==> src/rtl/neo_pixel_receiver.sv <==
// NeoPixel (WS2812-style) serial line receiver: pulse-width decoding into 24-bit
// LSB-first pixel words, with frame-latch detection and timing-error tracking.
module neo_pixel_receiver #(
  parameter int NUM_PIXELS   = 5,
  parameter int BIT_THRESH   = 27,
  parameter int MIN_HIGH     = 8,
  parameter int MAX_HIGH     = 50,
  parameter int LATCH_CYCLES = 2500
) (
  input  logic        i_clk,
  input  logic        i_rst_n,
  input  logic        i_neo_in,
  output logic [23:0] o_pixel_data,
  output logic [2:0]  o_pixel_index,
  output logic        o_pixel_valid,
  output logic        o_frame_done,
  output logic [3:0]  o_frame_pixels,
  output logic        o_frame_err,
  output logic        o_timing_err,
  output logic        o_busy
);

  localparam int LW = $clog2(LATCH_CYCLES + 1);
  localparam int HW = $clog2(MAX_HIGH + 1);

  typedef enum logic [2:0] {S_SYNC, S_IDLE, S_HIGH, S_LOW, S_ERROR} state_t;

  state_t         r_state;
  logic           r_sync1;
  logic           r_sin;
  logic           r_sin_d;
  logic [LW-1:0]  r_low_cnt;
  logic [HW-1:0]  r_high_cnt;
  logic [4:0]     r_bit_cnt;
  logic [3:0]     r_pix_cnt;
  logic [23:0]    r_shift;
  logic           r_overflow;

  logic           w_rise;
  logic           w_bit;
  logic [23:0]    w_word;
  logic [LW-1:0]  w_low_next;
  logic [HW-1:0]  w_high_next;
  logic           w_latched;

  assign w_rise      = r_sin & ~r_sin_d;
  assign w_bit       = (r_high_cnt >= HW'(BIT_THRESH));
  assign w_word      = {w_bit, r_shift[23:1]};
  assign w_low_next  = r_low_cnt + LW'(1);
  assign w_high_next = r_high_cnt + HW'(1);
  // w_low_next is the number of consecutive low cycles including the current one
  assign w_latched   = (w_low_next >= LW'(LATCH_CYCLES));

  always_ff @(posedge i_clk or negedge i_rst_n) begin
    if (!i_rst_n) begin
      r_state        <= S_SYNC;
      r_sync1        <= 1'b0;
      r_sin          <= 1'b0;
      r_sin_d        <= 1'b0;
      r_low_cnt      <= '0;
      r_high_cnt     <= '0;
      r_bit_cnt      <= '0;
      r_pix_cnt      <= '0;
      r_shift        <= '0;
      r_overflow     <= 1'b0;
      o_pixel_data   <= '0;
      o_pixel_index  <= '0;
      o_pixel_valid  <= 1'b0;
      o_frame_done   <= 1'b0;
      o_frame_pixels <= '0;
      o_frame_err    <= 1'b0;
      o_timing_err   <= 1'b0;
      o_busy         <= 1'b0;
    end else begin
      r_sync1       <= i_neo_in;
      r_sin         <= r_sync1;
      r_sin_d       <= r_sin;
      o_pixel_valid <= 1'b0;
      o_frame_done  <= 1'b0;

      unique case (r_state)
        S_SYNC, S_ERROR: begin
          if (r_sin) begin
            r_low_cnt <= '0;
          end else if (w_latched) begin
            r_low_cnt <= '0;
            r_state   <= S_IDLE;
          end else begin
            r_low_cnt <= w_low_next;
          end
        end

        S_IDLE: begin
          if (w_rise) begin
            r_high_cnt   <= HW'(1);
            r_bit_cnt    <= '0;
            r_pix_cnt    <= '0;
            r_overflow   <= 1'b0;
            o_timing_err <= 1'b0;
            o_busy       <= 1'b1;
            r_state      <= S_HIGH;
          end
        end

        S_HIGH: begin
          if (r_sin) begin
            if (w_high_next >= HW'(MAX_HIGH)) begin
              o_timing_err <= 1'b1;
              o_busy       <= 1'b0;
              r_low_cnt    <= '0;
              r_state      <= S_ERROR;
            end else begin
              r_high_cnt <= w_high_next;
            end
          end else if (r_high_cnt < HW'(MIN_HIGH)) begin
            o_timing_err <= 1'b1;
            o_busy       <= 1'b0;
            r_low_cnt    <= '0;
            r_state      <= S_ERROR;
          end else begin
            r_shift   <= w_word;
            r_low_cnt <= LW'(1);
            r_state   <= S_LOW;
            if (r_bit_cnt == 5'd23) begin
              r_bit_cnt <= '0;
              // pixel count saturates at NUM_PIXELS; anything beyond is overflow
              if (r_pix_cnt < 4'(NUM_PIXELS)) begin
                o_pixel_data  <= w_word;
                o_pixel_index <= r_pix_cnt[2:0];
                o_pixel_valid <= 1'b1;
                r_pix_cnt     <= r_pix_cnt + 4'd1;
              end else begin
                r_overflow <= 1'b1;
              end
            end else begin
              r_bit_cnt <= r_bit_cnt + 5'd1;
            end
          end
        end

        S_LOW: begin
          if (r_sin) begin
            r_high_cnt <= HW'(1);
            r_state    <= S_HIGH;
          end else if (w_latched) begin
            o_frame_done   <= 1'b1;
            o_frame_pixels <= r_pix_cnt;
            o_frame_err    <= (r_bit_cnt != 5'd0) | r_overflow;
            o_busy         <= 1'b0;
            r_low_cnt      <= '0;
            r_state        <= S_IDLE;
          end else begin
            r_low_cnt <= w_low_next;
          end
        end

        default: r_state <= S_SYNC;
      endcase
    end
  end

endmodule

==> config.mk <==
export PLATFORM = sky130hd
export DESIGN_NAME = neo_pixel_receiver
export DESIGN_NICKNAME = d
export VERILOG_FILES = /design/src/rtl/neo_pixel_receiver.sv
export SDC_FILE = /design/constraint.sdc
export NUM_CORES = 1
export LEC_CHECK = 0
export BUFFER_PORTS_ARGS = -buffer_cell sky130_fd_sc_hd__buf_4
export CAP_MARGIN = 20
export CORE_MARGIN = 8
export CORE_UTILIZATION = 46
export CTS_CLUSTER_SIZE = 16
export DETAILED_ROUTE_END_ITERATION = 8
export PLACE_DENSITY = 0.62
export SLEW_MARGIN = 10
export SYNTH_ARGS = -nofsm -noshare
export SYNTH_HDL_FRONTEND = slang
export SYNTH_SLANG_ARGS = --single-unit
==> constraint.sdc <==
create_clock -name i_clk -period 2.56 [get_ports i_clk]
set_input_delay 0 -clock i_clk [delete_from_list [all_inputs] [get_ports i_clk]]
set_output_delay 0 -clock i_clk [all_outputs]
set_load 0.05 [all_outputs]
# == After elaboration in Yosys (flattened, before gate mapping) ==
# Cells that the tools add are included.
# word_totals
rom_bits,0
reg_bits,94
out_inout_bits,36
latch_bits,0
ramBits,0
word_cells,124
mem_count,0
input_bits,3
# op_classes
n_mul,0
n_div,0
n_addsub,4
reduce_logical,17
muxes,56
n_eq_ne,19
n_shift,0
bitwise,5
magnitude_cmp,5
# op_table
op,n
2-to-1 mux 12 bit,5
case mux 12 bit (3 select lines),1
2-to-1 mux 6 bit,4
!= test 2 bit (second input constant),12
2-to-1 mux 1 bit,23
2-to-1 mux 3 bit,7
2-to-1 mux 4 bit,5
2-to-1 mux 5 bit,4
case mux 6 bit (3 select lines),1
AND reduction 6 bit,3
adder 12 x 1 -> 12 bit (second input constant),1
greater-or-equal comparator 12 bit (second input constant),1
case mux 3 bit (4 select lines),1
AND reduction 3 bit,4
case mux 5 bit (2 select lines),1
AND reduction 5 bit,2
case mux 4 bit (2 select lines),1
AND reduction 4 bit,2
adder 6 x 1 -> 6 bit (second input constant),1
equality test 3 x 2 -> 1 bit (second input constant),2
greater-or-equal comparator 6 x 5 -> 1 bit (second input constant),1
greater-or-equal comparator 6 bit (second input constant),1
< comparator 6 x 4 -> 1 bit (second input constant),1
!= test 3 bit (second input constant),2
16 further kinds,20

# == Longest topological paths before layout ==
# Gate-level depths: netlist (run 1).
# depth
depth_word,6
ltp_mapped,11
depth_no_buf,9

# == Least setup slack after synthesis (run 1) ==
# OpenSTA, ideal clock, no wires.
# synth_path
kind,reg-to-reg
startpoint,reg r_low_cnt[0]
endpoint,reg o_frame_err
path_stages_with_launch,10
setup_slack_ns,0.347
arrival_time_ns,2.088
required_ns,2.435
period_less_slack_ns,2.213
setup_ns,0.125
path_buffers,1
path_cell_list,dfrtp_1 ha_1 nand2_1 nand2_1 o211ai_2 a32o_2 nand2_2 or3_1 buf_6 mux2_4
# synth_via
elab_chain_len,3
# synth_lines
item,line,text
"start, declared",32,logic [LW-1:0] r_low_cnt;
"start signal, assigned",89,r_low_cnt <= w_low_next;
"start signal, assigned",153,r_low_cnt <= w_low_next;
adder 12 x 1 -> 12 bit,49,assign w_low_next = r_low_cnt + LW'(1);
greater-or-equal comparator 12 bit,52,assign w_latched = (w_low_next >= LW'(LATCH_CYCLES));
AND reduction 3 bit (no line),n/a,
"end signal, assigned",148,o_frame_err <= (r_bit_cnt != 5'd0) | r_overflow;
"end, declared",18,"output logic o_frame_err,"
# No other way between the ends.
# A chain may end at the register's enable or synchronous reset.

# == Final worst setup path (run 1) ==
# layout_path
startpoint,reg r_low_cnt[0]
endpoint,reg o_frame_pixels[0]
# layout_via
elab_chain_len,3
# layout_lines
item,line,text
adder 12 x 1 -> 12 bit,49,
greater-or-equal comparator 12 bit,52,
AND reduction 3 bit (no line),n/a,
"end signal, assigned",147,o_frame_pixels <= r_pix_cnt;
"end, declared",17,"output logic [3:0] o_frame_pixels,"
# No other way between the ends.

==> metrics.cfg, run 1 <==
[status]
outcome=finished, final reports clean

[cells_and_area]
drive_gt1_frac=0.237
multi_input_area_um2=1870
area_delta_synth_final_pct=15.9
final-seq-area_um2=2330
final_core_utilization=0.547
diodes=0
num-fill-cells=842
fin_nets=488

[drt]
via_per_inst=5.44
drt-total-wl_um=8760
drc=0
first_pass_iters=4
drtAntennaViolNets=0
wl_per_cell_um=14.8
drt_iter0_markers=195
via_count=3223

[sta]
finalHoldViolations=0
worst_clock_skew_ns=0.0149
slew-limit-headroom=0.656
setup_viol=0
worst_pin_slew_ns=0.516
fmax_ghz=0.409
period_share=0.955
drv_slew=0
layout_min_cycle_time_ns=2.44
hold_ws_ns=0.151

[synth]
synth.area.top_cells=dfrtp_1, nand2_1, mux2_2, o21ai_0, ha_1
syn_inst=436
yosysWarnings=0
synth_top_family_by_area=simple AND/OR/NAND/NOR gates
synth_compound_area_frac=0.117
synthAdderAreaFrac=0.0231
yosys.area_share.simple=0.195
synthFlopType=dfrtp_1
ys_seq_area_frac=0.536
async_flop_share=1.00
synth_xor_area_frac=0.00980
ys_ff_latch=93
synth_top_cell_by_area=dfrtp_1
synth_mux_area_frac=0.0767
synth_area_um2=4340
syn_nets=447
synthDominantCellAreaShare=0.536
synth_cell_type_count=51
synth-edff-count=0
syn_avg_cell_area_um2=9.95

[clock_tree]
cts_sinks=93
numCtsBuffers=9
clkTransAtPathRegs_ns=0.10
cts_tree=yes
cts-root-buf=clkbuf_8
cts-htree-levels=3
clock_latency_ns=0.36
clockBufferDepth=2

[global_route]
grt_start_max_net_pins=57
grt_pass1_wl_um=15200
antenna_found_initial=0
grt_overflow_total=0
grt_use_total=0.145
grt_pass1_vias=3220

[worst_setup_path]
cp-start-kind=register
worstRegToRegCells=8
startpoint=r_low_cnt[0]
required_ns=2.80
worstPathArrival_ns=2.68
r2r-end=o_frame_pixels[0]
r2r-start=r_low_cnt[0]
crit_type=register to register
crit_fanout=7
r2r_slack_ns=0.12
endpoint_kind=register

[die]
initial_utilization=0.472
pin_count=39
die-area_um2=12800
chipWidth_um=113
die_h_um=113
coreArea_um2=9200
std_cell_rows=35

[placed_design]
io_buffer_count=38
dp_hpwl_um=5980
gp_congestion=0.811

[power]
peakVddDrop_mv=0.315
power.density_nw_per_um2=522
power_leakage_uw=0.00250

[flow_run]
cap_violations=0

[hold_path]
hold_class=primary input to asynchronous set/reset pin

-- critical path, cell delays in order (launching register included) --
cell	delay, ns
dfrtp_1	0.46
ha_1	0.26
and2_1	0.22
nand4_1	0.15
o211ai_2	0.11
a32o_2	0.30
nand2_2	0.09
or3_4	0.41
mux2_4	0.32
-- cells by family after synthesis --
family | Yosys count
AO/OA/AOI/OAI | 79
XOR/XNOR | 4
adder cells (fa/ha/maj) | 8
buffers and inverters | 40
flip-flops | 93
multiplexers | 28
AND/OR/NAND/NOR | 184
-- report_power, final --
group	internal (uW)	leakage [uW]	switching (uW)
combinational	17.6	0.00110	43.6
sequential	1470	0.00129	8.94
clock	555	0.000107	524
-- flip-flops by register name, indices dropped and copies added, names as in the netlist, 3 cells and up --
name,cells
r_high_cnt,6
r_shift,23
o_pixel_index,3
r_low_cnt,12
o_pixel_data,24
o_frame_pixels,4
r_state,3
r_pix_cnt,4
r_bit_cnt,5
-- metrics by stage --
stage | instance area (um^2) | TNS, ns | total power, uW | cells | setup WS, ns
6_report | 5030 | 0 | 2620 | 592 | 0.115
3_3_place_gp | 4750 | 0 | 1570 | 574 | 0.121
4_1_cts | 4990 | 0 | 2660 | 591 | 0.0114
5_1_grt | 5030 | -0.00312 | 2730 | 592 | -0.00312
2_1_floorplan | 4340 | 0 | 1530 | 436 | 0.347
3_5_place_dp | 4750 | 0 | 1570 | 574 | 0.0368
-- cell usage in the layout (no fill, tap or decap), types with 4 or more instances in the layout --
cell	n
nand2_1	100
nand4_1	8
buf_4	50
and3_1	7
a21oi_1	15
a31oi_1	4
nor2_1	19
or2_2	4
o21ai_0	24
o22ai_1	5
o31ai_1	8
a211oi_1	4
inv_1	17
nand2b_1	5
nor3_1	5
mux2_2	22
and2_1	4
ha_1	8
mux2_4	5
clkbuf_8	9
nand3_1	13
dfrtp_1	92
-- final cells by class --
cell class,count,share of cell area
flip-flops and latches,93,0.463
well taps,111,0.0276
inverters,17,0.0127
repair buffers,53,0.0826
clock inverters,6,0.0187
multi-input cells,303,0.371
clock buffers,9,0.0246
-- metal layers --
| layer | global-route usage | vias up | routed length, um |
|---|---|---|---|
| met5 | 0 | - | 0 |
| met4 | 0.0639 | 0 | 123 |
| met3 | 0.0293 | 10 | 345 |
| met2 | 0.225 | 79 | 3910 |
| met1 | 0.192 | 1556 | 4380 |
| li1 | - | 1578 | - |
-- worst max-delay path by stage --
| stage | endpoint | slack [ns] | cells past startpoint |
|---|---|---|---|
| after floorplan | o_frame_err | 0.35 | 9 |
| after global placement | o_frame_err | 0.12 | 8 |
| after detailed placement | o_frame_err | 0.04 | 8 |
| after CTS | o_frame_pixels[0] | 0.01 | 8 |
| after global routing | r_low_cnt[3] | -0.003 | 9 |
| final | o_frame_pixels[0] | 0.12 | 8 |
-- Yosys cell counts (all sizes together) (2+ instances only) --
| master | count |
|---|---|
| o22ai | 5 |
| nand3 | 14 |
| buf | 10 |
| a21oi | 16 |
| or3 | 3 |
| or2 | 4 |
| ha | 8 |
| nor3b | 3 |
| nor2b | 3 |
| a211oi | 5 |
| nand4 | 8 |
| dfrtp | 93 |
| and2 | 4 |
| o211ai | 3 |
| nor3 | 5 |
| xor2 | 3 |
| nand2 | 102 |
| o21ai | 24 |
| inv | 17 |
| clkbuf | 13 |
| a311oi | 3 |
| mux2 | 27 |
| a31oi | 4 |
| and3 | 7 |
| a21o | 2 |
| nor2 | 22 |
| nand2b | 5 |
| o31ai | 8 |
| a22o | 2 |
| nand3b | 2 |
-- timing repair --
item	in CTS	in global routing
hold buffers	2	0
setup endpoints to repair	0	18
buffers inserted	0	1
hold endpoints to repair	38	0
resized for setup	0	8
(Power assumes the default switching activity.)
==> run 2: changes to the inputs <==
- GPL_TIMING_DRIVEN: unset -> 0
- HOLD_SLACK_MARGIN: unset -> 0.15
==> run 2 against run 1 <==
Core utilization up 1.0 points; die area is the same; final cell count grew 2.4%; critical endpoint is now o_frame_pixels[2].
==> metrics.cfg, run 2 (synthesized netlist as in run 1, its figures left out) <==
[sta]
setup_viol=0  ; unchanged
layout_min_cycle_time_ns=2.40  ; -0.0402 ns
worst_clock_skew_ns=0.0120  ; -0.00289 ns
period_share=0.939  ; -0.0157
setup_ws_ns=0.155  ; +0.0402 ns
finalHoldViolations=0  ; unchanged
worst_pin_slew_ns=0.592  ; +0.0754 ns
fmax_ghz=0.416  ; +1.7%
rsz0062_at_grt=yes
drv_slew=0  ; unchanged
hold_ws_ns=0.161  ; +0.00983 ns
slew-limit-headroom=0.605  ; -0.0503

[global_route]
grt_busiest_layer=met2
met1_usage=0.202  ; +0.00991
grt_pass1_vias=3247  ; +0.84%
grt_overflow_total=0  ; unchanged
grt_start_max_net_pins=56  ; -1.8%
met2_usage=0.232  ; +0.00714
antenna_found_initial=0  ; unchanged
grt_use_total=0.152  ; +0.00705
use_met3=0.0362  ; +0.00692
grt_pass1_wl_um=15900  ; +4.6%

[power]
total_power_uw=2490  ; -5.1%
power.density_nw_per_um2=486  ; -6.8%
peakVddDrop_mv=0.245  ; -22%
power_leakage_uw=0.00251  ; +0.53%

[cells_and_area]
diodes=0  ; unchanged
final_cell_mix=nand2_1, dfrtp_1, buf_4
drive_gt1_frac=0.261  ; +0.0236
regMostFlops=o_pixel_data
final_cells=606  ; +2.4%
fin_nets=501  ; +2.7%
final_common_cell=nand2_1
final_core_utilization=0.557  ; +0.0101
largest_registers=o_pixel_data: 24 flops, r_shift: 23 flops, r_low_cnt: 12 flops
largest_reg_flops=24  ; unchanged
area_delta_synth_final_pct=18.1
num-fill-cells=854  ; +1.4%

[status]
outcome=finished, final reports clean

[worst_setup_path]
critical_path.most_common_cell=nand2_2
cp-start-kind=register
crit_fanout=7  ; unchanged
r2r-start=r_low_cnt[0]
required_ns=2.80  ; about the same
slowest_delay_ns=0.48  ; +0.02 ns
worstPathArrival_ns=2.65  ; -0.03 ns
cp_slowest_cell=dfrtp_2
crit_type=register to register
worstRegToRegCells=9  ; +1
crit_chain=ha_2 > nand2_2 > a21oi_1 > o21ai_0 > a32o_2 > nand2_2 > or3_1 > buf_6 > mux2_4
r2r-end=o_frame_pixels[2]
endpoint_kind=register
r2r_slack_ns=0.16  ; +0.04 ns

[clock_tree]
clkTransAtPathRegs_ns=0.10  ; about the same
cts-htree-levels=3  ; unchanged
clockBufferDepth=2  ; unchanged
numCtsBuffers=9  ; unchanged
cts_tree=yes
cts-root-buf=clkbuf_8
cts_sinks=93  ; unchanged
clock_latency_ns=0.36  ; about the same

[placed_design]
post-place-ws_ns=-0.110  ; -0.147 ns
dp_hpwl_um=6220  ; +4.0%
io_buffer_count=38  ; unchanged
gp_congestion=0.827  ; +2.0%
dp_cells=586  ; +2.1%

[die]
std_cell_rows=35  ; unchanged
initial_utilization=0.472  ; unchanged
chipWidth_um=113  ; unchanged
die_h_um=113  ; unchanged
coreArea_um2=9200  ; unchanged
pin_count=39  ; unchanged
die-area_um2=12800  ; unchanged

[drt]
via_count=3255  ; +0.99%
drc=0  ; unchanged
drt_iter0_markers=191  ; -2.1%
drt-total-wl_um=9140  ; +4.3%
first_pass_iters=4  ; unchanged
via_per_inst=5.37  ; -1.3%
wl_per_cell_um=15.1  ; +1.9%
drtAntennaViolNets=0  ; unchanged

[flow_run]
cap_violations=0  ; unchanged

[hold_path]
hold_class=primary input to asynchronous set/reset pin

run 2: cell types whose count changed in the layout (fill, tap and decap cells not counted), moves of 3 or more:
cell      before  now
buf_2          0    3
dfrtp_2        1    5
clkbuf_1       0    9
dfrtp_1       92   88
buf_4         50   44
run 2: how the worst max path moves through the flow:
stage,depth (start not counted),slack (ns),end,from
final,9,0.16,o_frame_pixels[2],r_low_cnt[0]
after global routing,9,-0.008,r_low_cnt[2],r_high_cnt[0]
after CTS,9,0.01,r_low_cnt[8],r_high_cnt[1]
after detailed placement,10,-0.11,o_pixel_data[23],r_state[1]
after global placement,10,-0.08,o_pixel_data[23],r_state[1]
after floorplan,9,0.35,o_frame_err,r_low_cnt[0]
run 2: routing by layer:
layer	share of wire	wire (um)
met5	0	0
met4	0.013	121
met3	0.040	363
met2	0.45	4120
met1	0.50	4530
run 2: per-stage QoR:
step | setup TNS (ns) | cell area, um^2
floorplan | 0 | 4340
global placement | -1.13 | 4760
detailed placement | -1.59 | 4790
CTS | 0 | 5000
global route | -0.0133 | 5120
finish | 0 | 5120
run 2: report_power, final:
group	leakage [uW]	internal [uW]	switching, uW	total [uW]
Sequential	0.00128	1470	8.11	1480
Combinational	0.00113	19.4	46.5	65.9
Clock	0.0000980	376	566	942
run 2: worst max-delay path, delay by kind of cell (launching register included):
family | cells | cell delay (ns)
flip-flops | 1 | 0.48
AO/OA/AOI/OAI | 3 | 0.57
AND/OR/NAND/NOR | 3 | 0.55
adder cells (fa/ha/maj) | 1 | 0.24
multiplexers | 1 | 0.29
buffers and inverters | 1 | 0.16
run 2: area by class of cell:
type | count | area, um^2 | share of cell area
flip-flops and latches | 93 | 2330 | 0.456
multi-input cells | 303 | 1910 | 0.372
repair buffers | 45 | 375 | 0.0733
well taps | 111 | 139 | 0.0271
clock buffers | 9 | 124 | 0.0242
plain buffers | 21 | 115 | 0.0225
inverters | 17 | 67.6 | 0.0132
clock inverters | 7 | 62.6 | 0.0122
run 2: timing repair:
item                       4_1_cts  5_1_grt
hold endpoints to repair        94        0
gates cloned                     0        0
hold buffers                     2        0
setup endpoints to repair       24       71
buffers inserted                 0        4
pin swaps                        0        5
resized for setup                1       27
